===== src/rtl/maxnet_defs.sv =====
// Shared definitions for the Maxnet front-end: fp32 field layout and the
// loader state encoding used by the loader, downstream consumers and benches.
package maxnet_defs;
  localparam int WORD_W   = 32;
  localparam int SIGN_BIT = 31;
  localparam int EXP_MSB  = 30;
  localparam int EXP_LSB  = 23;
  localparam logic [7:0] EXP_ALL_ONES = 8'hFF;

  typedef enum logic [1:0] {
    ST_LOAD  = 2'd0,
    ST_START = 2'd1,
    ST_WAIT  = 2'd2,
    ST_OUT   = 2'd3
  } mx_state_e;
endpackage


===== src/rtl/fp32_sanitize.sv =====
// Combinational fp32 scrubber: negatives and Inf/NaN become +0 and flag bad;
// -0 is folded to +0 silently, denormals pass untouched.
module fp32_sanitize
  import maxnet_defs::*;
(
  input  logic [WORD_W-1:0] din_i,
  output logic [WORD_W-1:0] dout_o,
  output logic              bad_o
);
  logic sign, inf_nan, neg_zero;

  assign sign     = din_i[SIGN_BIT];
  assign inf_nan  = (din_i[EXP_MSB:EXP_LSB] == EXP_ALL_ONES);
  assign neg_zero = sign && (din_i[SIGN_BIT-1:0] == '0);

  assign dout_o = (sign || inf_nan) ? '0 : din_i;
  assign bad_o  = (sign || inf_nan) && !neg_zero;
endmodule


===== src/rtl/maxnet_loader.sv =====
// Buffers four sanitized fp32 activations, kicks Maxnet with a start pulse,
// waits for done under a watchdog and returns the result on a ready/valid stream.
module maxnet_loader #(
  parameter int WORD_W  = 32,
  parameter int TIMEOUT = 64
) (
  input  logic              clk,
  input  logic              rst,
  input  logic              in_valid,
  output logic              in_ready,
  input  logic [WORD_W-1:0] in_data,
  output logic              mx_start,
  output logic [WORD_W-1:0] mx_x1,
  output logic [WORD_W-1:0] mx_x2,
  output logic [WORD_W-1:0] mx_x3,
  output logic [WORD_W-1:0] mx_x4,
  input  logic              mx_done,
  input  logic [WORD_W-1:0] mx_res,
  output logic              out_valid,
  input  logic              out_ready,
  output logic [WORD_W-1:0] out_data,
  output logic              out_err
);
  import maxnet_defs::*;

  localparam int WD_W = $clog2(TIMEOUT);
  localparam logic [WD_W-1:0] WD_LAST = WD_W'(TIMEOUT - 1);

  mx_state_e state_q, state_d;
  logic [1:0]              cnt_q, cnt_d;
  logic                    err_q, err_d;
  logic [WD_W-1:0]         wdog_q, wdog_d;
  logic [3:0][WORD_W-1:0]  slot_q, slot_d;
  logic [WORD_W-1:0]       out_data_q, out_data_d;
  logic                    mx_start_q, out_valid_q, out_err_q;
  logic [WORD_W-1:0]       san_word;
  logic                    san_bad;

  fp32_sanitize u_san (
    .din_i  (in_data),
    .dout_o (san_word),
    .bad_o  (san_bad)
  );

  // Held low through reset so nothing is accepted on a reset edge.
  assign in_ready = rst && (state_q == ST_LOAD);

  always_comb begin
    state_d    = state_q;
    cnt_d      = cnt_q;
    err_d      = err_q;
    wdog_d     = wdog_q;
    slot_d     = slot_q;
    out_data_d = out_data_q;
    case (state_q)
      ST_LOAD: begin
        if (in_valid && in_ready) begin
          slot_d[cnt_q] = san_word;
          err_d         = err_q | san_bad;
          cnt_d         = cnt_q + 2'd1;
          if (cnt_q == 2'd3) state_d = ST_START;
        end
      end
      ST_START: begin
        wdog_d  = '0;
        state_d = ST_WAIT;
      end
      ST_WAIT: begin
        wdog_d = wdog_q + 1'b1;
        // done takes priority over a coincident timeout
        if (mx_done) begin
          out_data_d = mx_res;
          state_d    = ST_OUT;
        end else if (wdog_q == WD_LAST) begin
          out_data_d = '0;
          err_d      = 1'b1;
          state_d    = ST_OUT;
        end
      end
      ST_OUT: begin
        if (out_ready) begin
          err_d   = 1'b0;
          state_d = ST_LOAD;
        end
      end
      default: state_d = ST_LOAD;
    endcase
  end

  always_ff @(posedge clk) begin
    if (!rst) begin
      state_q     <= ST_LOAD;
      cnt_q       <= '0;
      err_q       <= 1'b0;
      wdog_q      <= '0;
      slot_q      <= '0;
      out_data_q  <= '0;
      mx_start_q  <= 1'b0;
      out_valid_q <= 1'b0;
      out_err_q   <= 1'b0;
    end else begin
      state_q     <= state_d;
      cnt_q       <= cnt_d;
      err_q       <= err_d;
      wdog_q      <= wdog_d;
      slot_q      <= slot_d;
      out_data_q  <= out_data_d;
      mx_start_q  <= (state_d == ST_START);
      out_valid_q <= (state_d == ST_OUT);
      out_err_q   <= (state_d == ST_OUT) && err_d;
    end
  end

  assign mx_start  = mx_start_q;
  assign mx_x1     = slot_q[0];
  assign mx_x2     = slot_q[1];
  assign mx_x3     = slot_q[2];
  assign mx_x4     = slot_q[3];
  assign out_valid = out_valid_q;
  assign out_data  = out_data_q;
  assign out_err   = out_err_q;
endmodule


===== config.mk =====
export PLATFORM = sky130hd
export DESIGN_NAME = maxnet_loader
export DESIGN_NICKNAME = d
export VERILOG_FILES = /design/src/rtl/maxnet_defs.sv /design/src/rtl/fp32_sanitize.sv /design/src/rtl/maxnet_loader.sv
export SDC_FILE = /design/constraint.sdc
export NUM_CORES = 1
export LEC_CHECK = 0
export CORE_AREA = 3 3 127 129
export CTS_CLUSTER_SIZE = 30
export DETAILED_ROUTE_END_ITERATION = 12
export DIE_AREA = 0 0 130 132
export PLACE_DENSITY = 0.8
export SYNTH_ARGS = -nofsm -noshare
export SYNTH_HDL_FRONTEND = slang
export SYNTH_SLANG_ARGS = --single-unit

===== constraint.sdc =====
create_clock -name clk -period 3.1 [get_ports clk]
set_input_delay 0.62 -clock clk [delete_from_list [all_inputs] [get_ports clk]]
set_output_delay 0.62 -clock clk [all_outputs]
set_load 0.005 [all_outputs]

==> After elaboration in Yosys (flattened, before gate mapping) <==
Cells that the tools add are included.
{ "totals": {"ff_bits": 174, "in_bits": 69, "output_inout_bits": 164, "wordCells": 57} }
{ "op_classes": {"addsub": 2, "n_lt_le_gt_ge": 2, "n_eq_ne": 8, "muxes": 18, "n_bitwise": 1, "reduce_logical": 14} }
{ "ops": {"columns": ["operator", "count"], "rows": [
  ["$bwmux 128", 1],
  ["$mux 32", 4],
  ["$demux 32 s2", 1],
  ["$logic_not 31->1", 1],
  ["$pmux 6 s2", 1],
  ["$mux 2", 5],
  ["$eq 2x2->1 const B", 4],
  ["$eq 8x8->1 const B", 1],
  ["$pmux 2 s4", 1],
  ["$add 6x1->6 const B", 1],
  ["$eq 6x6->1 const B", 1],
  ["$logic_and 1x1->1", 6],
  ["$eq 2x1->1 const B", 2],
  ["$mux 1", 4],
  ["$reduce_and 2->1", 2],
  ["$reduce_bool 2->1", 2],
  ["$lt 2x3->1 const B", 1],
  ["$pmux 1 s3", 1],
  ["$add 2x1->2 const B", 1],
  ["$ge 2x1->1 const B", 1],
  ["$logic_not 2->1", 1],
  ["$logic_not 1->1", 1],
  ["$logic_or 1x1->1", 1],
  ["$or 1x1->1", 1]
]} }

==> Logic depth before layout (Yosys ltp) <==
{ "logic_depth": {"depth_word": 8, "depth_mapped": 9, "depth_no_buf": 6} }

==> Cells and area by module <==
A second synthesis with hierarchy kept.
{ "unflattened": {"hier_cells": 836, "area_unflattened_um2": 6671.4} }
{ "modules_own_cells": {"columns": ["mod", "n_inst", "cells_per_inst", "area_per_inst_um2", "seq_area_each_um2"], "rows": [
  ["maxnet_loader", 1, 786, 6318.6, 3483.3],
  ["fp32_sanitize", 1, 50, 352.8, 0.0]
]} }

==> Worst setup path before layout <==
OpenSTA, ideal clock, no wires.
{ "synth_path": {"path_kind": "register to register", "startpoint": "register state_q[0]", "endpoint": "register slot_q (netlist bit mx_x1[10])", "setup_time_ns": 0.132, "t_arrival_ns": 1.526, "t_required_ns": 2.968, "slack_ns": 1.442, "path_stages_with_launch": 10, "path_buffers": 3, "period_less_slack_ns": 1.658, "cell_sequence": "dfxtp_1 -> inv_1 -> ha_1 -> and3_1 -> buf_2 -> and2_0 -> buf_2 -> buf_4 -> nand3_1 -> a21oi_1"} }
{ "synth_between": {"elab_chain_cells": 4} }
{ "synth_rtl": {"columns": ["element", "line", "rtl"], "rows": [
  ["start: declaration", "maxnet_loader.sv:29", "mx_state_e state_q, state_d;"],
  ["start signal: assignment", "maxnet_loader.sv:102", "state_q <= state_d;"],
  ["$logic_not 2->1 (*)", "maxnet_loader.sv:46, maxnet_loader.sv:55", null],
  ["$logic_and 1x1->1", "maxnet_loader.sv:46", "assign in_ready = rst && (state_q == ST_LOAD);"],
  ["$logic_and 1x1->1", "maxnet_loader.sv:57", "if (in_valid && in_ready) begin"],
  ["$reduce_and 2->1 (no line) (*)", null, null],
  ["end signal: assignment", "maxnet_loader.sv:106", "slot_q <= slot_d;"],
  ["end: declaration", "maxnet_loader.sv:33", "logic [3:0][WORD_W-1:0] slot_q, slot_d;"]
]} }
Every way passes the cells marked *; elsewhere a longest branch is shown, timed or not.
A chain may end at the register's enable or synchronous reset.

==> Worst setup path after layout <==
{ "layout_path": {"startpoint": "register state_q[0]", "endpoint": "output in_ready"} }
{ "layout_between": {"elab_chain_cells": 2} }
{ "layout_rtl": {"columns": ["element", "line", "rtl"], "rows": [
  ["$logic_not 2->1", "maxnet_loader.sv:46", null],
  ["$logic_and 1x1->1", "maxnet_loader.sv:46", null],
  ["end: declaration", "maxnet_loader.sv:10", "output logic in_ready,"]
]} }
Every way passes these cells.

==> flow_metrics.env <==
export IMPL_cp_end_kind="primary output"
export IMPL_io_buffers=232
export IMPL_setup_viol=0
export IMPL_dpl_hpwl_um=13920
export IMPL_start_util_pct=44.25
export IMPL_hold_buffers=0
export IMPL_ys_async_sr_fraction_pct=0
export IMPL_syn_area_mm2=0.006701
export IMPL_grt_max_degree=104
export IMPL_fin_crit_ns=2.477
export IMPL_synth_top_family_by_area="simple AND/OR/NAND/NOR gates"
export IMPL_rows=45
export IMPL_synthMuxAreaShare_pct=0.1494
export IMPL_final_core_util_pct=64.30
export IMPL_synth_simple_area_share_pct=25.90
export IMPL_final_layout_size_suffix_gt1_share_pct=5.474
export IMPL_synth_edf_count=0
export IMPL_clock_sinks=174
export IMPL_worst_ep_arrival_time_ns=1.86
export IMPL_grt_pass1_vias=6173
export IMPL_synth_fa_ha_area_share_pct=1.867
export IMPL_status="complete, no violations"
export IMPL_area_growth_pct=45.33
export IMPL_ys_warn_count=0
export IMPL_drv_slew=0
export IMPL_clk_pin_slew_worst_paths_ns=0.06
export IMPL_worst_pin_slew_ns=0.4632
export IMPL_die_x_um=130
export IMPL_rsz0062_at_grt="no"
export IMPL_slew_headroom_pct=69.12
export IMPL_drc=0
export IMPL_min_period_over_period_pct=79.91
export IMPL_fmax_mhz=403.7
export IMPL_cp_slowest_cell="clkdlybuf4s50_1"
export IMPL_dieArea_mm2=0.01716
export IMPL_grt_ovfl_total=0
export IMPL_layout_common_cells="232 x clkdlybuf4s50_1, 174 x dfxtp_1, 135 x nand2_1"
export IMPL_cap_violations=0
export IMPL_cts_resized=0
export IMPL_rrSetupSlack_ns=1.04
export IMPL_regToRegEndpoint="mx_x2[24]"
export IMPL_wire_per_inst_um=17.32
export IMPL_finalHoldViolCount=0
export IMPL_clk_latency_ns=0.43
export IMPL_drtAntennaViolNets=0
export IMPL_drt_total_wl_um=20980
export IMPL_synthXorXnorAreaFrac_pct=0.6535
export IMPL_numCtsBuffers=17
export IMPL_hold_path_class="reg -> reg"
export IMPL_synth_cell_types=38
export IMPL_min_from="mx_x3[0]"
export IMPL_finalPower_mw=5.400
export IMPL_powerDensity_mw_per_mm2=554.5
export IMPL_routed_via_density=5.467
export IMPL_clock_skew_ns=0.008165
export IMPL_tns_ns=0
export IMPL_grt_usage_pct=23.96
export IMPL_p_leak_nw=3.326
export IMPL_final_common_cell="clkdlybuf4s50_1"
export IMPL_antenna_found_initial=0
export IMPL_cts_path_max_buffers=2
export IMPL_whs_endpoint="mx_x3[0]"
export IMPL_ir_drop_mv=0.3940
export IMPL_path_class="reg -> out"
export IMPL_cts_max_level=4
export IMPL_synthCells=810
export IMPL_cts_tree="built"
export IMPL_synth_ff_type="dfxtp_1"
export IMPL_startpoint_type="register"
export IMPL_n_antenna_cell=0
export IMPL_num_io_pins=233
export IMPL_gp_congestion=0.8185
export IMPL_synth_area_per_cell_um2=8.273
export IMPL_crit_fanout=7
export IMPL_first_pass_iters=5
export IMPL_synth_compound_area_share_pct=13.93
export IMPL_die_h_um=132
export IMPL_reg2reg_from="state_q[0]"
export IMPL_grt_pass1_wl_um=32950
export IMPL_crit_path_cell_trace="inv_1 > ha_1 > and2_1 > clkdlybuf4s50_1"
export IMPL_whs_path_depth=2
export IMPL_post_cts_buffers=0
export IMPL_layout_nets=1090
export IMPL_core_area_mm2=0.01515
export IMPL_cp_slowest_stage_delay_ns=0.49
export IMPL_multi_input_area_mm2=0.002848
export IMPL_yosysTopAreaCellShare_pct=51.98
export IMPL_yosys_area_top_type="dfxtp_1"
export IMPL_r2r_cells=7
export IMPL_vias=6620
export IMPL_synth_area_leaders="dfxtp_1 52%, a21oi_1 9.8%, nand3_1 9.4%"
export IMPL_syn_nets=889
export IMPL_synth_seq_cells=174
export IMPL_drt_initial_drc_count=698
export IMPL_worst_endpoint_required_ns=2.48
export IMPL_clockRootBuffer="clkbuf_16"
export IMPL_seq_area_frac_synth_pct=51.98
export IMPL_ff_latch_area_mm2=0.003483
export IMPL_fill_cells=1295
[critical path, delay by kind of cell, from the launching register on]
kind / cells / cell delay [ns]
flip-flops: 1 / 0.34
AND/OR/NAND/NOR: 1 / 0.16
buffers and inverters: 2 / 0.62
adder cells (fa/ha/maj): 1 / 0.30
[layout make-up]
type | instances | area share (%)
Sequential cell | 174 | 35.77
Multi-Input combinational cell | 557 | 29.24
Timing Repair Buffer | 254 | 25.92
Clock buffer | 18 | 4.406
Tap cell | 188 | 2.415
Clock inverter | 13 | 1.953
Inverter | 7 | 0.2955
[cell families after synthesis]
family | Yosys count
buffers and inverters | 79
adders and majority gates | 10
muxes | 1
AOI/OAI and AO/OA | 172
DFF | 174
and+or+nand+nor | 369
xor gates and xnor gates | 5
[stage by stage]
stage          instances  setup WS (ns)  cell area (µm²)  hold WS [ns]
6_report            1211         0.6227             9739        0.4533
5_1_grt             1211         0.4946             9739        0.4670
4_1_cts             1211         0.5881             9739        0.4545
3_5_place_dp        1180         0.6188             9120        0.4456
3_3_place_gp        1180         0.6813             9120        0.4415
2_1_floorplan        810          1.442             6701        0.4527
[report_power, final]
| group | total (mW) | switching, mW | leakage (nW) | internal (mW) |
|---|---|---|---|---|
| combinational | 0.780 | 0.436 | 1.63 | 0.344 |
| clock | 2.25 | 0.901 | 0.289 | 1.35 |
| sequential | 2.37 | 0.0515 | 1.40 | 2.32 |
[registers in the layout (all words and copies together), names as in the netlist, 2 cells and up]
register and flops:
mx_x1 32, mx_x2 32, mx_x3 32, mx_x4 32
out_data 32, wdog_q 6, cnt_q 2, state_q 2
[synthesized netlist by cell type (all sizes together) (2+ instances only)]
cell and count:
nand2b 2, and3 5, buf 30, nor2 40, nor4 8, and2 37, dfxtp 174, and4 5
ha 10, a31oi 32, o21ai 4, nand2 135, inv 7, xnor2 2, nand3 126, a21oi 132
clkbuf 42, xor2 3, nand4 4
[routing by layer]
layer	GRT usage (%)	up-vias	share of wire, %
li1	-	3169	-
met1	30.98	3142	42
met2	38.83	264	49
met3	4.862	45	6.6
met4	9.931	0	3.0
met5	0	-	0
[how the worst max path moves through the flow]
stage                endpoint  startpoint  cells past startpoint  slack, ns
finish               in_ready  state_q[0]                      4       0.62
global route         in_ready  state_q[0]                      4       0.49
CTS                  in_ready  state_q[0]                      4       0.59
detailed placement  mx_x2[22]         rst                      7       0.62
global placement    mx_x2[30]         rst                      7       0.68
floorplan           mx_x1[10]  state_q[0]                      9       1.44
No activity file was read; power rests on OpenSTA's default activity.
